`config.mk`:
```
export PLATFORM = sky130hd
export DESIGN_NAME = uart_rx
export DESIGN_NICKNAME = d
export VERILOG_FILES = /design/src/rtl/uart_rx.sv
export SDC_FILE = /design/constraint.sdc
export NUM_CORES = 1
export LEC_CHECK = 0
export BUFFER_PORTS_ARGS = -buffer_cell sky130_fd_sc_hd__buf_2
export CAP_MARGIN = 20
export CORE_UTILIZATION = 55
export DETAILED_ROUTE_END_ITERATION = 6
export GPL_ROUTABILITY_DRIVEN = 0
export GPL_TIMING_DRIVEN = 0
export PLACE_DENSITY = 0.78
export SLEW_MARGIN = 20
export SYNTH_ARGS = -nofsm -noshare
export SYNTH_HDL_FRONTEND = slang
export SYNTH_SLANG_ARGS = --single-unit
```
`constraint.sdc`:
```
create_clock -name clk -period 3.3 [get_ports clk]
set_input_delay 0.495 -clock clk [delete_from_list [all_inputs] [get_ports clk]]
set_output_delay 0.495 -clock clk [all_outputs]
set_load 0.01 [all_outputs]
```
`src/rtl/uart_rx.sv`:
```
// uart_rx: oversampled UART receiver, LSB-first, 1 start / numBit data /
// [1 even parity] / 1 stop.  Start-bit glitch rejection at mid start bit,
// framing error pulse, sticky overrun flag, host holding register.
//
// Optional feature macro: UART_RX_PARITY_EN (adds one even-parity bit after
// the data bits; a mismatch pulses parity_err and drops the word).
//
// Ports:
//   clk         system clock, rising edge
//   RSTn        asynchronous active-low reset
//   rx          serial line, asynchronous, idle high
//   rd_en       host acknowledge, consumes the held word
//   data_out    last accepted word
//   data_valid  data_out holds an unread word
//   frame_err   1-clk pulse, stop bit sampled low
//   overrun_err sticky until rd_en, frame completed while data_valid=1
//   parity_err  1-clk pulse, parity mismatch (0 without the macro)
module uart_rx #(
  parameter int numBit   = 8,
  parameter int BAUD_DIV = 4,
  parameter int OVS      = 16
) (
  input  logic              clk,
  input  logic              RSTn,
  input  logic              rx,
  input  logic              rd_en,
  output logic [numBit-1:0] data_out,
  output logic              data_valid,
  output logic              frame_err,
  output logic              overrun_err,
  output logic              parity_err
);
  localparam int BDW = (BAUD_DIV > 1) ? $clog2(BAUD_DIV) : 1;
  localparam int SW  = $clog2(OVS);
  localparam int BW  = $clog2(numBit);

`ifdef UART_RX_PARITY_EN
  typedef enum logic [2:0] {IDLE, START, DATA, PARITY, STOP} state_t;
`else
  typedef enum logic [1:0] {IDLE, START, DATA, STOP} state_t;
`endif

  state_t            r_state;
  logic [2:0]        r_sync;
  logic [BDW-1:0]    r_bdiv;
  logic [SW-1:0]     r_scnt;
  logic [BW-1:0]     r_bcnt;
  logic [numBit-1:0] r_shift;
  logic [numBit-1:0] r_data;
  logic              r_valid;
  logic              r_ferr;
  logic              r_oerr;
  logic              r_perr;
  logic              w_rx_s;
  logic              w_fall;
  logic              w_tick;
  logic              w_mid;
  logic              w_end;
  logic              w_par_bad;

  // r_sync[1] is the synchronised line; r_sync[2] is one clk older for edge detect
  assign w_rx_s = r_sync[1];
  assign w_fall = r_sync[2] & ~r_sync[1];
  assign w_tick = (r_bdiv == BDW'(BAUD_DIV - 1));
  assign w_mid  = (r_scnt == SW'(OVS / 2 - 1));
  assign w_end  = (r_scnt == SW'(OVS - 1));

`ifdef UART_RX_PARITY_EN
  logic r_par_bad;
  assign w_par_bad = r_par_bad;
`else
  assign w_par_bad = 1'b0;
`endif

  assign data_out    = r_data;
  assign data_valid  = r_valid;
  assign frame_err   = r_ferr;
  assign overrun_err = r_oerr;
  assign parity_err  = r_perr;

  always_ff @(posedge clk or negedge RSTn) begin
    if (!RSTn) begin
      r_sync <= 3'b111;
      r_bdiv <= '0;
    end else begin
      r_sync <= {r_sync[1:0], rx};
      r_bdiv <= w_tick ? '0 : r_bdiv + 1'b1;
    end
  end

  always_ff @(posedge clk or negedge RSTn) begin
    if (!RSTn) begin
      r_state   <= IDLE;
      r_scnt    <= '0;
      r_bcnt    <= '0;
      r_shift   <= '0;
      r_data    <= '0;
      r_valid   <= 1'b0;
      r_ferr    <= 1'b0;
      r_oerr    <= 1'b0;
      r_perr    <= 1'b0;
`ifdef UART_RX_PARITY_EN
      r_par_bad <= 1'b0;
`endif
    end else begin
      r_ferr <= 1'b0;
      r_perr <= 1'b0;
      // host ack; a load later in this block overrides the data_valid clear
      if (rd_en) begin
        r_valid <= 1'b0;
        r_oerr  <= 1'b0;
      end
      case (r_state)
        IDLE: begin
          r_scnt <= '0;
          if (w_fall) r_state <= START;
        end
        START: if (w_tick) begin
          if (w_mid) begin
            r_scnt <= '0;
            r_bcnt <= '0;
            // still low at mid start bit: real start, otherwise a glitch
            r_state <= w_rx_s ? IDLE : DATA;
          end else r_scnt <= r_scnt + 1'b1;
        end
        DATA: if (w_tick) begin
          if (w_end) begin
            r_scnt          <= '0;
            r_shift[r_bcnt] <= w_rx_s;
            if (r_bcnt == BW'(numBit - 1)) begin
`ifdef UART_RX_PARITY_EN
              r_state <= PARITY;
`else
              r_state <= STOP;
`endif
            end else r_bcnt <= r_bcnt + 1'b1;
          end else r_scnt <= r_scnt + 1'b1;
        end
`ifdef UART_RX_PARITY_EN
        PARITY: if (w_tick) begin
          if (w_end) begin
            r_scnt    <= '0;
            r_par_bad <= w_rx_s ^ (^r_shift);
            r_state   <= STOP;
          end else r_scnt <= r_scnt + 1'b1;
        end
`endif
        STOP: if (w_tick) begin
          if (w_end) begin
            r_scnt  <= '0;
            r_state <= IDLE;
            r_perr  <= w_par_bad;
            if (!w_rx_s) r_ferr <= 1'b1;
            else if (!w_par_bad) begin
              if (r_valid && !rd_en) r_oerr <= 1'b1;
              else begin
                r_data  <= r_shift;
                r_valid <= 1'b1;
              end
            end
          end else r_scnt <= r_scnt + 1'b1;
        end
        default: r_state <= IDLE;
      endcase
    end
  end
endmodule

```
# --- Word-level counts from Yosys, hierarchy flattened ---
# Index checks and enable logic that the tools add are counted.
word_totals:
  register_bits: 33
  elab_cells: 87
  input_bits: 4
op_classes:
  addsub: 3
  muxes: 41
  n_lt_le_gt_ge: 2
  bitwise: 3
  n_eq_ne: 17
  reduce_logical: 11
ops:
  columns: ["cell", "count"]
  rows:
  - ["2-to-1 mux 2 bit", 10]
  - ["!= test 2 bit (second input constant)", 9]
  - ["2-to-1 mux 1 bit", 17]
  - ["2-to-1 mux 4 bit", 4]
  - ["2-to-1 mux 3 bit", 5]
  - ["case mux 4 bit (3 select lines)", 1]
  - ["bitwise mux 8 bit", 1]
  - ["case mux 2 bit (4 select lines)", 1]
  - ["AND reduction 8 bit", 1]
  - ["equality test 2 bit (second input constant)", 3]
  - ["case mux 3 bit (2 select lines)", 1]
  - ["AND reduction 6 bit", 1]
  - ["AND reduction 5 bit", 1]
  - ["adder 4 x 1 -> 4 bit (second input constant)", 1]
  - ["equality test 4 x 3 -> 1 bit (second input constant)", 1]
  - ["equality test 4 bit (second input constant)", 1]
  - ["< comparator 3 x 4 -> 1 bit (second input constant)", 1]
  - ["adder 3 x 1 -> 3 bit (second input constant)", 1]
  - ["demux 1 bit (select 3 bit)", 1]
  - ["equality test 3 bit (second input constant)", 1]
  - [">= comparator 3 x 1 -> 1 bit (second input constant)", 1]
  - ["AND reduction 3 bit", 1]
  - ["adder 2 x 1 -> 2 bit (second input constant)", 1]
  - ["equality test 2 x 1 -> 1 bit (second input constant)", 1]
  - ["other kinds (9)", 11]

# --- Depth between registers and ports, before layout ---
# Gate-level depths: netlist (run 1).
logic_depth:
  word_depth: 7
  depth_mapped: 6
  mapped_depth_nobuf: 5

# --- Worst setup path before layout (run 1) ---
# OpenSTA, ideal clock, no wires.
synth_path:
  path_kind: "register to register"
  from: "reg r_scnt[0]"
  to: "reg r_shift[1]"
  slack_ps: 1661
  synth_period_minus_slack_ps: 1639
  path_stages_with_launch: 6
  arrival_time_ps: 1511
  n_path_buf: 1
  path_cell_list: "dfrtp_1 -> ha_1 -> buf_4 -> nand4bb_2 -> or4_1 -> mux2_1"
synth_between:
  elab_chain_cells: 2
synth_rtl:
  columns: ["item", "line_no", "rtl"]
  rows:
  - ["start, declared", "46", "logic [SW-1:0] r_scnt;"]
  - ["start signal, assigned", "124", "end else r_scnt <= r_scnt + 1'b1;"]
  - ["start signal, assigned", "137", "end else r_scnt <= r_scnt + 1'b1;"]
  - ["start signal, assigned", "161", "end else r_scnt <= r_scnt + 1'b1;"]
  - ["equality test 4 bit", "66", "assign w_end = (r_scnt == SW'(OVS - 1));"]
  - ["AND reduction 3 bit (no line)", null, null]
  - ["end signal, assigned by index", "129", "r_shift[r_bcnt] <= w_rx_s;"]
  - ["end, declared", "48", "logic [numBit-1:0] r_shift;"]
# Every way passes these cells.
# A chain may end at the register's enable or synchronous reset.

# --- Worst setup path in the final report (run 1) ---
layout_path:
  from: "reg r_bdiv[0]"
  to: "reg r_data[5] (netlist: data_out[5])"
layout_between:
  elab_chain_cells: 2
layout_rtl:
  columns: ["item", "line_no", "rtl"]
  rows:
  - ["start, declared", "45", "logic [BDW-1:0] r_bdiv;"]
  - ["start signal, assigned", "87", "r_bdiv <= w_tick ? '0 : r_bdiv + 1'b1;"]
  - ["equality test 2 bit", "64", "assign w_tick = (r_bdiv == BDW'(BAUD_DIV - 1));"]
  - ["AND reduction 5 bit (no line)", null, null]
  - ["end signal, assigned", "157", "r_data <= r_shift;"]
  - ["end, declared", "49", "logic [numBit-1:0] r_data;"]
# Every way passes these cells.

==> results.sh, run 1 <==
export IMPL_crit_fanout=10
export IMPL_cp_start_kind="flop"
export IMPL_synthToLayoutAreaGrowth_pct=10.66
export IMPL_clk_pin_slew_ns=0.10
export IMPL_timing_slew_headroom_pct=52.86
export IMPL_post_synth_cell_area_avg_um2=12.41
export IMPL_cts_hold_buf=0
export IMPL_grt_pass1_vias=969
export IMPL_cp_cell_sequence="ha_1, buf_4, and3_1, o211a_1, buf_4, mux2_2"
export IMPL_overflow=0
export IMPL_setup_viol=0
export IMPL_num_fill_cells=199
export IMPL_sw_frac_of_total_pct=33.92
export IMPL_post_synth_top_count_cell="dfrtp_1"
export IMPL_syn_cell_area_mm2=0.001526
export IMPL_ys_flop_type="dfrtp_1"
export IMPL_report_final_slew_viol_count=0
export IMPL_cpPeakStageDelay_ns=0.37
export IMPL_ys_warn_count=0
export IMPL_drt_vias_per_instance=5.897
export IMPL_clkPwrFrac_pct=24.3
export IMPL_start_util_pct=59.98
export IMPL_cp_end_kind="flop"
export IMPL_num_antenna_cells=0
export IMPL_crit_top_cell="buf_4"
export IMPL_cts_sinks=33
export IMPL_p_leak_nw=0.8300
export IMPL_clock_latency_ns=0.34
export IMPL_ys_async_sr_fraction_pct=100.0
export IMPL_yosysSeqAreaShare_pct=54.34
export IMPL_rows=18
export IMPL_hold_violations=0
export IMPL_postCtsSetupBuffers=0
export IMPL_path_buf_inv=2
export IMPL_finalNetCount=152
export IMPL_tns_ns=0
export IMPL_synth_commonest_cells="dfrtp_1 (30), mux2_2 (17), buf_4 (6), nor2_1 (6)"
export IMPL_tightest_slew_ns=0.7071
export IMPL_critPathKind="flop to flop"
export IMPL_port_buffers=14
export IMPL_tritoncts="done"
export IMPL_crit_family="flip-flops"
export IMPL_cp_required_ns=3.53
export IMPL_post_cts_resized=0
export IMPL_cts_root_buf="clkbuf_4"
export IMPL_netlist_area_leader_share_pct=49.18
export IMPL_grt_usage_pct=23.08
export IMPL_wl_per_cell_um=16.37
export IMPL_synth_seq_cells=33
export IMPL_power_frac_comb_pct=23.1
export IMPL_syn_nets=131
export IMPL_dp_hpwl_mm=1.955
export IMPL_finalWirelength_mm=2.865
export IMPL_die_height_um=54.68
export IMPL_grt_max_degree=34
export IMPL_dieArea_mm2=0.002990
export IMPL_io_pins=16
export IMPL_p_switching_mw=0.3098
export IMPL_outcome="finished clean"
export IMPL_fp_dieW_um=54.68
export IMPL_drtPass1Iterations=4
export IMPL_synthDistinctLibCells=38
export IMPL_clock_tree_buffer_depth=2
export IMPL_p_int_mw=0.6034
export IMPL_drcViolationCount=0
export IMPL_grt_pass1_wl_mm=4.491
export IMPL_finClkSkew_ns=0.006296
export IMPL_drv_cap=0
export IMPL_postSynthCellCount=123
export IMPL_drtAntennaViolNets=0
export IMPL_pwr_density_cell_mw_per_mm2=540.7
export IMPL_synth_top_area_cell="dfrtp_1"
export IMPL_drtIter0Drc=22
export IMPL_cts_buffers=5
export IMPL_vias=1032
export IMPL_post_route_period_util_pct=55.36
export IMPL_arrival_ns=2.06
export IMPL_power_frac_seq_pct=52.6
export IMPL_finalPower_mw=0.9133
export IMPL_synth_edf_count=0
export IMPL_drive_gt1_share_pct=35.86
export IMPL_timing_fmax_mhz=547.4
export IMPL_fin_crit_ns=1.827
export IMPL_max_vdd_ir_drop_uv=450.5
export IMPL_min_path_type="primary input to async pin"
export IMPL_core_area_mm2=0.002545
export IMPL_grt_setup_unrepaired="no"
export IMPL_antenna_found_initial=0
export IMPL_htree_levels=2
export IMPL_synth_top_cells_by_area="dfrtp_1 (49%), mux2_2 (13%), dfstp_2 (5.2%), ha_1 (3.3%), buf_4 (3.0%)"
export IMPL_critPathSlowestCell="dfrtp_1"
[cell type report]
type / instances / area [µm²] / area share (%)
Sequential cell: 33 / 829.5 / 49.11
Multi-Input combinational cell: 78 / 628.1 / 37.19
Timing Repair Buffer: 14 / 70.07 / 4.148
Buffer: 9 / 57.56 / 3.407
Clock buffer: 5 / 37.54 / 2.222
Tap cell: 30 / 37.54 / 2.222
Clock inverter: 3 / 17.52 / 1.037
Inverter: 3 / 11.26 / 0.6667
[flip-flops by register name (all words and copies together), names as in the netlist, named ones only]
name / count
r_sync: 3
frame_err: 1
r_state: 1
r_bcnt: 3
r_bdiv: 2
r_scnt: 4
overrun_err: 1
data_out: 8
r_shift: 8
data_valid: 1
[worst paths after layout]
check / start / end / slack, ns / cells past startpoint
hold / removal: RSTn / r_scnt[2] / 0.18 / 1
min in group clk: rx / r_sync[0] / 0.24 / 1
setup / recovery: r_bdiv[0] / data_out[5] / 1.47 / 6
max in group asynchronous: RSTn / data_out[4] / 2.65 / 1
setup reg to reg: r_bdiv[0] / data_out[5] / 1.47 / 6
hold reg to reg: r_sync[0] / r_sync[1] / 0.36 / 0
[per-layer routing]
layer  track usage, %  vias up  share of wire (%)
met4            10.26        0                2.1
li1                 -      489                  -
met1            28.42      506                 44
met5                0        -                  0
met3            7.500        9                4.6
met2            36.55       28                 49
[kinds of logic (layout without fill, tap and decap cells)]
group,after synthesis,count (layout),share of synthesized area (%)
AO/OA/AOI/OAI,13,13,5.327
XOR/XNOR,2,2,1.148
adder cells (fa/ha/maj),4,4,3.279
buffers and inverters,12,34,4.508
flip-flops,33,33,54.34
multiplexers,20,20,14.59
other,1,1,0.2457
AND/OR/NAND/NOR,38,38,16.56
[power by group through the flow]
stage	combinational [mW]	sequential, mW	clock, mW
after CTS	0.208	0.479	0.232
after global routing	0.229	0.486	0.249
after global placement	0.191	0.483	0
after detailed placement	0.208	0.487	0
after floorplan	0.158	0.474	0
final	0.211	0.481	0.222
[through the flow]
| step | std cells | cell area, µm² | hold WS [ns] | utilization [%] | worst slack, ns |
|---|---|---|---|---|---|
| floorplan | 123 | 1526 | 0.1994 | - | 1.661 |
| global placement | 167 | 1634 | 0.3467 | 64.21 | 1.547 |
| detailed placement | 167 | 1634 | 0.3532 | 64.21 | 1.506 |
| CTS | 175 | 1689 | 0.1923 | 66.37 | 1.478 |
| global route | 175 | 1689 | 0.2130 | 66.37 | 1.392 |
| finish | 175 | 1689 | 0.1831 | 66.37 | 1.473 |
[cell usage in the layout (no fill, tap or decap), drive strengths merged, types with 3 or more instances in the layout]
master,n
nor2,6
buf,21
inv,3
nand4,3
ha,4
nand3b,3
nor4,3
a21oi,5
nand2,4
mux2,18
a31oi,3
dfrtp,30
dfstp,3
clkbuf,7
nor3,5
Note: power is estimated with default switching activity, not from simulation.
==> run 2, diff against run 1 <==
Settings changed: ABC_AREA set to 1.
Clock period 3.3 ns to 1.7 ns, I/O delays scaled along.
==> run 2 against run 1 <==
  * Via count is 14% higher
  * Setup slack got worse by 1.4 ns
  * Utilization is 3.5 points higher
  * Largest power group unchanged
  * Fmax up 14%
  * Cell area grew 6.1%
  * Clock-buffer cell count did not move
  * Critical path type unchanged
  * Synthesized cell count increased by 41%
==> results.sh, run 2 <==
export IMPL_overflow=0
export IMPL_drv_cap=0
export IMPL_timing_fmax_mhz=624.8
export IMPL_syn_nets=181
export IMPL_hp_start="rd_en"
export IMPL_cts_sinks=33
export IMPL_tns_ns=0
export IMPL_r2r_start="r_scnt[0]"
export IMPL_dp_hpwl_mm=2.029
export IMPL_synthDistinctLibCells=26
export IMPL_fp_dieW_um=55.22
export IMPL_synthToLayoutAreaGrowth_pct=15.10
export IMPL_htree_levels=2
export IMPL_synth_commonest_cells="nand2_1 (45), dfrtp_1 (30), inv_1 (17), nand3_1 (14), nor2_1 (12)"
export IMPL_tritoncts="done"
export IMPL_crit_fanout=10
export IMPL_setup_viol=0
export IMPL_cp_start_kind="flop"
export IMPL_grt_setup_unrepaired="no"
export IMPL_cts_root_buf="clkbuf_4"
export IMPL_io_pins=16
export IMPL_r2r_slack_ns=0.1
export IMPL_synth_top_area_cell="dfrtp_1"
export IMPL_critPathKind="flop to flop"
export IMPL_cp_end_kind="flop"
export IMPL_mostFrequentLayoutCells="nand2_1 (45), dfrtp_1 (29), inv_1 (17)"
export IMPL_syn_cell_area_mm2=0.001558
export IMPL_whs_ns=0.06402
export IMPL_postSynthCellCount=173
export IMPL_rows=18
export IMPL_placed_cell_area_mm2=0.001665
export IMPL_reg2reg_depth=9
export IMPL_pwr_density_cell_mw_per_mm2=1121
export IMPL_cp_required_ns=1.94
export IMPL_die_height_um=55.22
export IMPL_tightest_slew_ns=0.7094
export IMPL_finalNetCount=204
export IMPL_yosysSeqAreaShare_pct=53.25
export IMPL_grt_pass1_vias=1210
export IMPL_grt_max_degree=34
export IMPL_clock_tree_buffer_depth=2
export IMPL_holdPathStages=2
export IMPL_post_synth_top_count_cell="nand2_1"
export IMPL_timing_slew_headroom_pct=52.71
export IMPL_num_fill_cells=200
export IMPL_cts_buffers=5
export IMPL_synth_top_cells_by_area="dfrtp_1 (48%), nand2_1 (11%), dfstp_2 (5.1%), nand3_1 (4.5%), o21ai_2 (4.5%)"
export IMPL_outcome="finished clean"
export IMPL_wl_per_cell_um=12.43
export IMPL_port_buffers=14
export IMPL_drt_vias_per_instance=5.172
export IMPL_core_area_mm2=0.002567
export IMPL_ys_flop_type="dfrtp_1"
export IMPL_start_util_pct=60.67
export IMPL_report_final_slew_viol_count=0
export IMPL_drtAntennaViolNets=0
export IMPL_netlist_area_leader_share_pct=48.19
export IMPL_p_leak_nw=0.8821
export IMPL_fin_crit_ns=1.601
export IMPL_arrival_ns=1.84
export IMPL_drtPass1Iterations=4
export IMPL_antenna_found_initial=0
export IMPL_grt_usage_pct=20.96
export IMPL_max_vdd_ir_drop_uv=864.3
export IMPL_hold_path_end="overrun_err"
export IMPL_clock_latency_ns=0.34
export IMPL_drtIter0Drc=42
export IMPL_synth_edf_count=0
export IMPL_finClkSkew_ns=0.003790
export IMPL_vias=1174
export IMPL_ys_warn_count=0
export IMPL_post_route_period_util_pct=94.15
export IMPL_hold_violations=0
export IMPL_ys_async_sr_fraction_pct=100.0
export IMPL_postCtsSetupBuffers=0
export IMPL_grt_pass1_wl_mm=5.009
export IMPL_finalWirelength_mm=2.821
export IMPL_fin_area_mm2=0.001793
export IMPL_post_synth_cell_area_avg_um2=9.004
export IMPL_drcViolationCount=0
export IMPL_clk_pin_slew_ns=0.10
export IMPL_synth_seq_cells=33
export IMPL_r2r_end="data_out[7]"
export IMPL_layout_commonest_cell="nand2_1"
export IMPL_dieArea_mm2=0.003049
export IMPL_num_antenna_cells=0
export IMPL_crit_start="r_scnt[0]"
export IMPL_min_path_type="primary input to flop"
export IMPL_drive_gt1_share_pct=27.92
==> run 2: changes by cell type in the layout (fill, tap and decap cells not counted), sizes merged, moves of 3 or more <==
cell    change
inv        +20
nand3b      -3
mux2       -18
nor2       +12
buf         -5
nand3      +14
nand2      +46
o21ai      +14
nor4        -3
a31oi       -3
nor3        -3
==> run 2: metrics by stage <==
stage	worst slack, ns	util, %	power, mW	std cells
after floorplan	0.2608	-	1.182	173
after global placement	0.1493	64.86	1.248	217
after detailed placement	0.09254	64.86	1.279	217
after CTS	0.03806	69.64	2.015	227
after global routing	0.007979	69.83	2.109	227
final	0.09940	69.83	2.010	227
==> run 2: cell families (layout without fill, tap and decap cells) <==
kind of cell    Yosys count  in the layout  synth area share [%]
compound gates           23             23                 9.558
xor+xnor                  1              1                0.5624
fa+ha+maj                 4              4                 3.213
buf+inv                  25             49                 7.069
flops                    33             33                 53.25
other cells               1              1                0.2407
simple gates             86             86                 26.10
==> run 2: worst max path at each step <==
stage                        endpoint
final                     data_out[7]
after global placement      r_bcnt[1]
after CTS                   r_bcnt[1]
after detailed placement    r_bcnt[1]
after floorplan             r_bcnt[1]
after global routing      data_out[6]
==> run 2: repair_timing <==
item	in CTS	in global routing
hold buffers	2	0
endpoints found under the setup margin	0	4
resized for setup	0	2
endpoints found under the hold margin	31	0
==> run 2: layout make-up <==
type                       count  area, µm²  area share (%)
timing repair buffer          16      90.09           5.024
multi-input combinational    115      621.8           34.68
sequential                    33      830.8           46.34
clock buffer                   5      37.54           2.094
clock inverter                 3      65.06           3.629
inverter                      23      91.34           5.094
tap                           30      37.54           2.094
buffer                         2      18.77           1.047
==> run 2: power breakdown <==
part | internal, mW | total [mW] | switching, mW
Combinational | 0.114 | 0.356 | 0.242
Sequential | 0.838 | 0.926 | 0.0882
Clock | 0.455 | 0.728 | 0.273
==> run 2: per-layer routing <==
layer | track usage, % | vias to the layer above | share of wire, %
met4 | 8.214 | 0 | 3.0
met3 | 7.026 | 10 | 4.6
met1 | 23.09 | 542 | 41
li1 | - | 593 | -
met2 | 37.01 | 29 | 52
met5 | 0 | - | 0
==> run 2: worst max-delay path: stages (launching register included) <==
cell and delay (ns):
dfrtp_1 0.41, ha_1 0.24, nand2_1 0.08, nor2_2 0.17, nand2_4 0.11, inv_6 0.10, nand3_4 0.10, buf_6 0.17
nand2_2 0.06, o21ai_2 0.04
==> run 3, diff against run 2 <==
Settings changed: CORE_MARGIN set to 3, CORE_UTILIZATION 55 to 40, PLACE_DENSITY 0.78 to 0.61.
==> run 3 against run 2 <==
  * Global-route usage down 8.6 points
  * First-iteration DRC count down 19%
  * Power down 7.6%
  * Register-to-register slack better by 0.05 ns
  * Largest cell class unchanged
  * Clock-buffer cell count up 3
  * Wire length down 8.8%
  * Non-clock buffer count down 2
  * Clock power down 19%
  * Critical path depth down 1
  * Flip-flop and latch count unchanged
  * Cell count up 7.0%
==> results.sh, run 3 (same netlist as run 2, synthesis figures left out) <==
export IMPL_outcome="finished clean"
export IMPL_fin_crit_ns=1.554
export IMPL_max_vdd_ir_drop_uv=492.4
export IMPL_tns_ns=0
export IMPL_num_antenna_cells=0
export IMPL_arrival_ns=1.72
export IMPL_start_util_pct=41.92
export IMPL_grt_max_degree=34
export IMPL_drive_gt1_share_pct=26.67
export IMPL_drv_cap=0
export IMPL_synthToLayoutAreaGrowth_pct=14.38
export IMPL_cp_end_kind="flop"
export IMPL_drtPass1Iterations=4
export IMPL_tightest_slew_ns=0.7174
export IMPL_dp_hpwl_mm=1.934
export IMPL_setup_ws_ns=0.1460
export IMPL_grt_pass1_vias=1005
export IMPL_clock_latency_ns=0.28
export IMPL_crit_fanout=6
export IMPL_critPathKind="flop to flop"
export IMPL_fin_util_pct=47.95
export IMPL_wl_per_cell_um=10.59
export IMPL_mostFrequentLayoutCells="nand2_1 (45), dfrtp_1 (30), inv_1 (17)"
export IMPL_fin_cells=243
export IMPL_rows=22
export IMPL_whs_ns=0.02893
export IMPL_cts_hold_buf=0
export IMPL_grt_usage_pct=12.37
export IMPL_timing_fmax_mhz=643.5
export IMPL_cp_required_ns=1.86
export IMPL_min_path_type="primary input to async pin"
export IMPL_fp_dieW_um=68.41
export IMPL_antenna_found_initial=0
export IMPL_post_route_period_util_pct=91.41
export IMPL_dieArea_mm2=0.004679
export IMPL_pwr_density_cell_mw_per_mm2=1042
export IMPL_overflow=0
export IMPL_drtIter0Drc=34
export IMPL_port_buffers=14
export IMPL_core_area_mm2=0.003716
export IMPL_timing_slew_headroom_pct=52.17
export IMPL_cp_start_kind="flop"
export IMPL_clock_tree_buffer_depth=2
export IMPL_finalNetCount=202
export IMPL_finalWirelength_mm=2.574
export IMPL_finClkSkew_ns=0.009226
export IMPL_cts_sinks=33
export IMPL_die_height_um=68.41
export IMPL_pre_cts_slack_ns=0.06663
export IMPL_layout_commonest_cell="nand2_1"
export IMPL_vias=1158
export IMPL_dp_cells=235
export IMPL_tritoncts="done"
export IMPL_grt_pass1_wl_mm=4.264
export IMPL_drcViolationCount=0
export IMPL_p_leak_nw=0.8656
export IMPL_drtAntennaViolNets=0
export IMPL_htree_levels=2
export IMPL_cts_root_buf="clkbuf_8"
export IMPL_grt_setup_unrepaired="no"
export IMPL_clk_pin_slew_ns=0.07
export IMPL_cts_buffers=5
export IMPL_drt_vias_per_instance=4.765
export IMPL_hold_violations=0
export IMPL_report_final_slew_viol_count=0
export IMPL_io_pins=16
export IMPL_setup_viol=0
run 3: final cells by class:
type,count,area (µm²)
Buffer,2,18.77
Clock buffer,8,90.09
Fill cell,359,1934
Inverter,23,91.34
Multi-Input combinational cell,115,621.8
Sequential cell,33,829.5
Tap cell,48,60.06
Timing Repair Buffer,14,70.07
run 3: path summary, 6_finish.rpt:
kind                            from          to  slack (ns)  cells past startpoint
setup / recovery           r_bcnt[0]   r_bcnt[0]        0.15                      8
hold / removal                  RSTn   r_bcnt[2]        0.03                      1
setup reg to reg           r_bcnt[0]   r_bcnt[0]        0.15                      8
hold reg to reg            r_sync[0]   r_sync[1]        0.36                      0
max in group asynchronous       RSTn  r_shift[6]        1.20                      1
min in group clk                  rx   r_sync[0]        0.08                      1
run 3: timing repair:
action / CTS / global route
buffers inserted: 0 / 0
gates resized for setup: 0 / 1
endpoints found under the setup margin: 0 / 3
run 3: critical path, stage by stage (launching register included):
cell,delay (ns)
dfrtp_1,0.45
ha_1,0.24
ha_1,0.17
inv_1,0.05
nand3_1,0.10
o21bai_2,0.18
nand2_2,0.10
nand2_1,0.07
nand2_1,0.06
run 3: metrics by stage:
step                power (mW)  area (µm²)
detailed placement       1.274        1688
finish                   1.857        1782
floorplan                1.182        1558
global route             1.968        1782
global placement         1.254        1688
CTS                      1.873        1778
run 3: where the power goes:
group	leakage (nW)	internal, mW	switching [mW]
registers	0.442	0.838	0.0845
logic	0.378	0.111	0.231
clock network	0.0455	0.330	0.262
total	0.866	1.28	0.577
run 3: routing by layer:
metal	up-vias	GRT usage, %	wire length [µm]
met5	-	0	0
met4	0	5.955	31
met3	3	3.941	97
met2	19	20.62	1262
met1	536	14.18	1182
li1	600	-	-
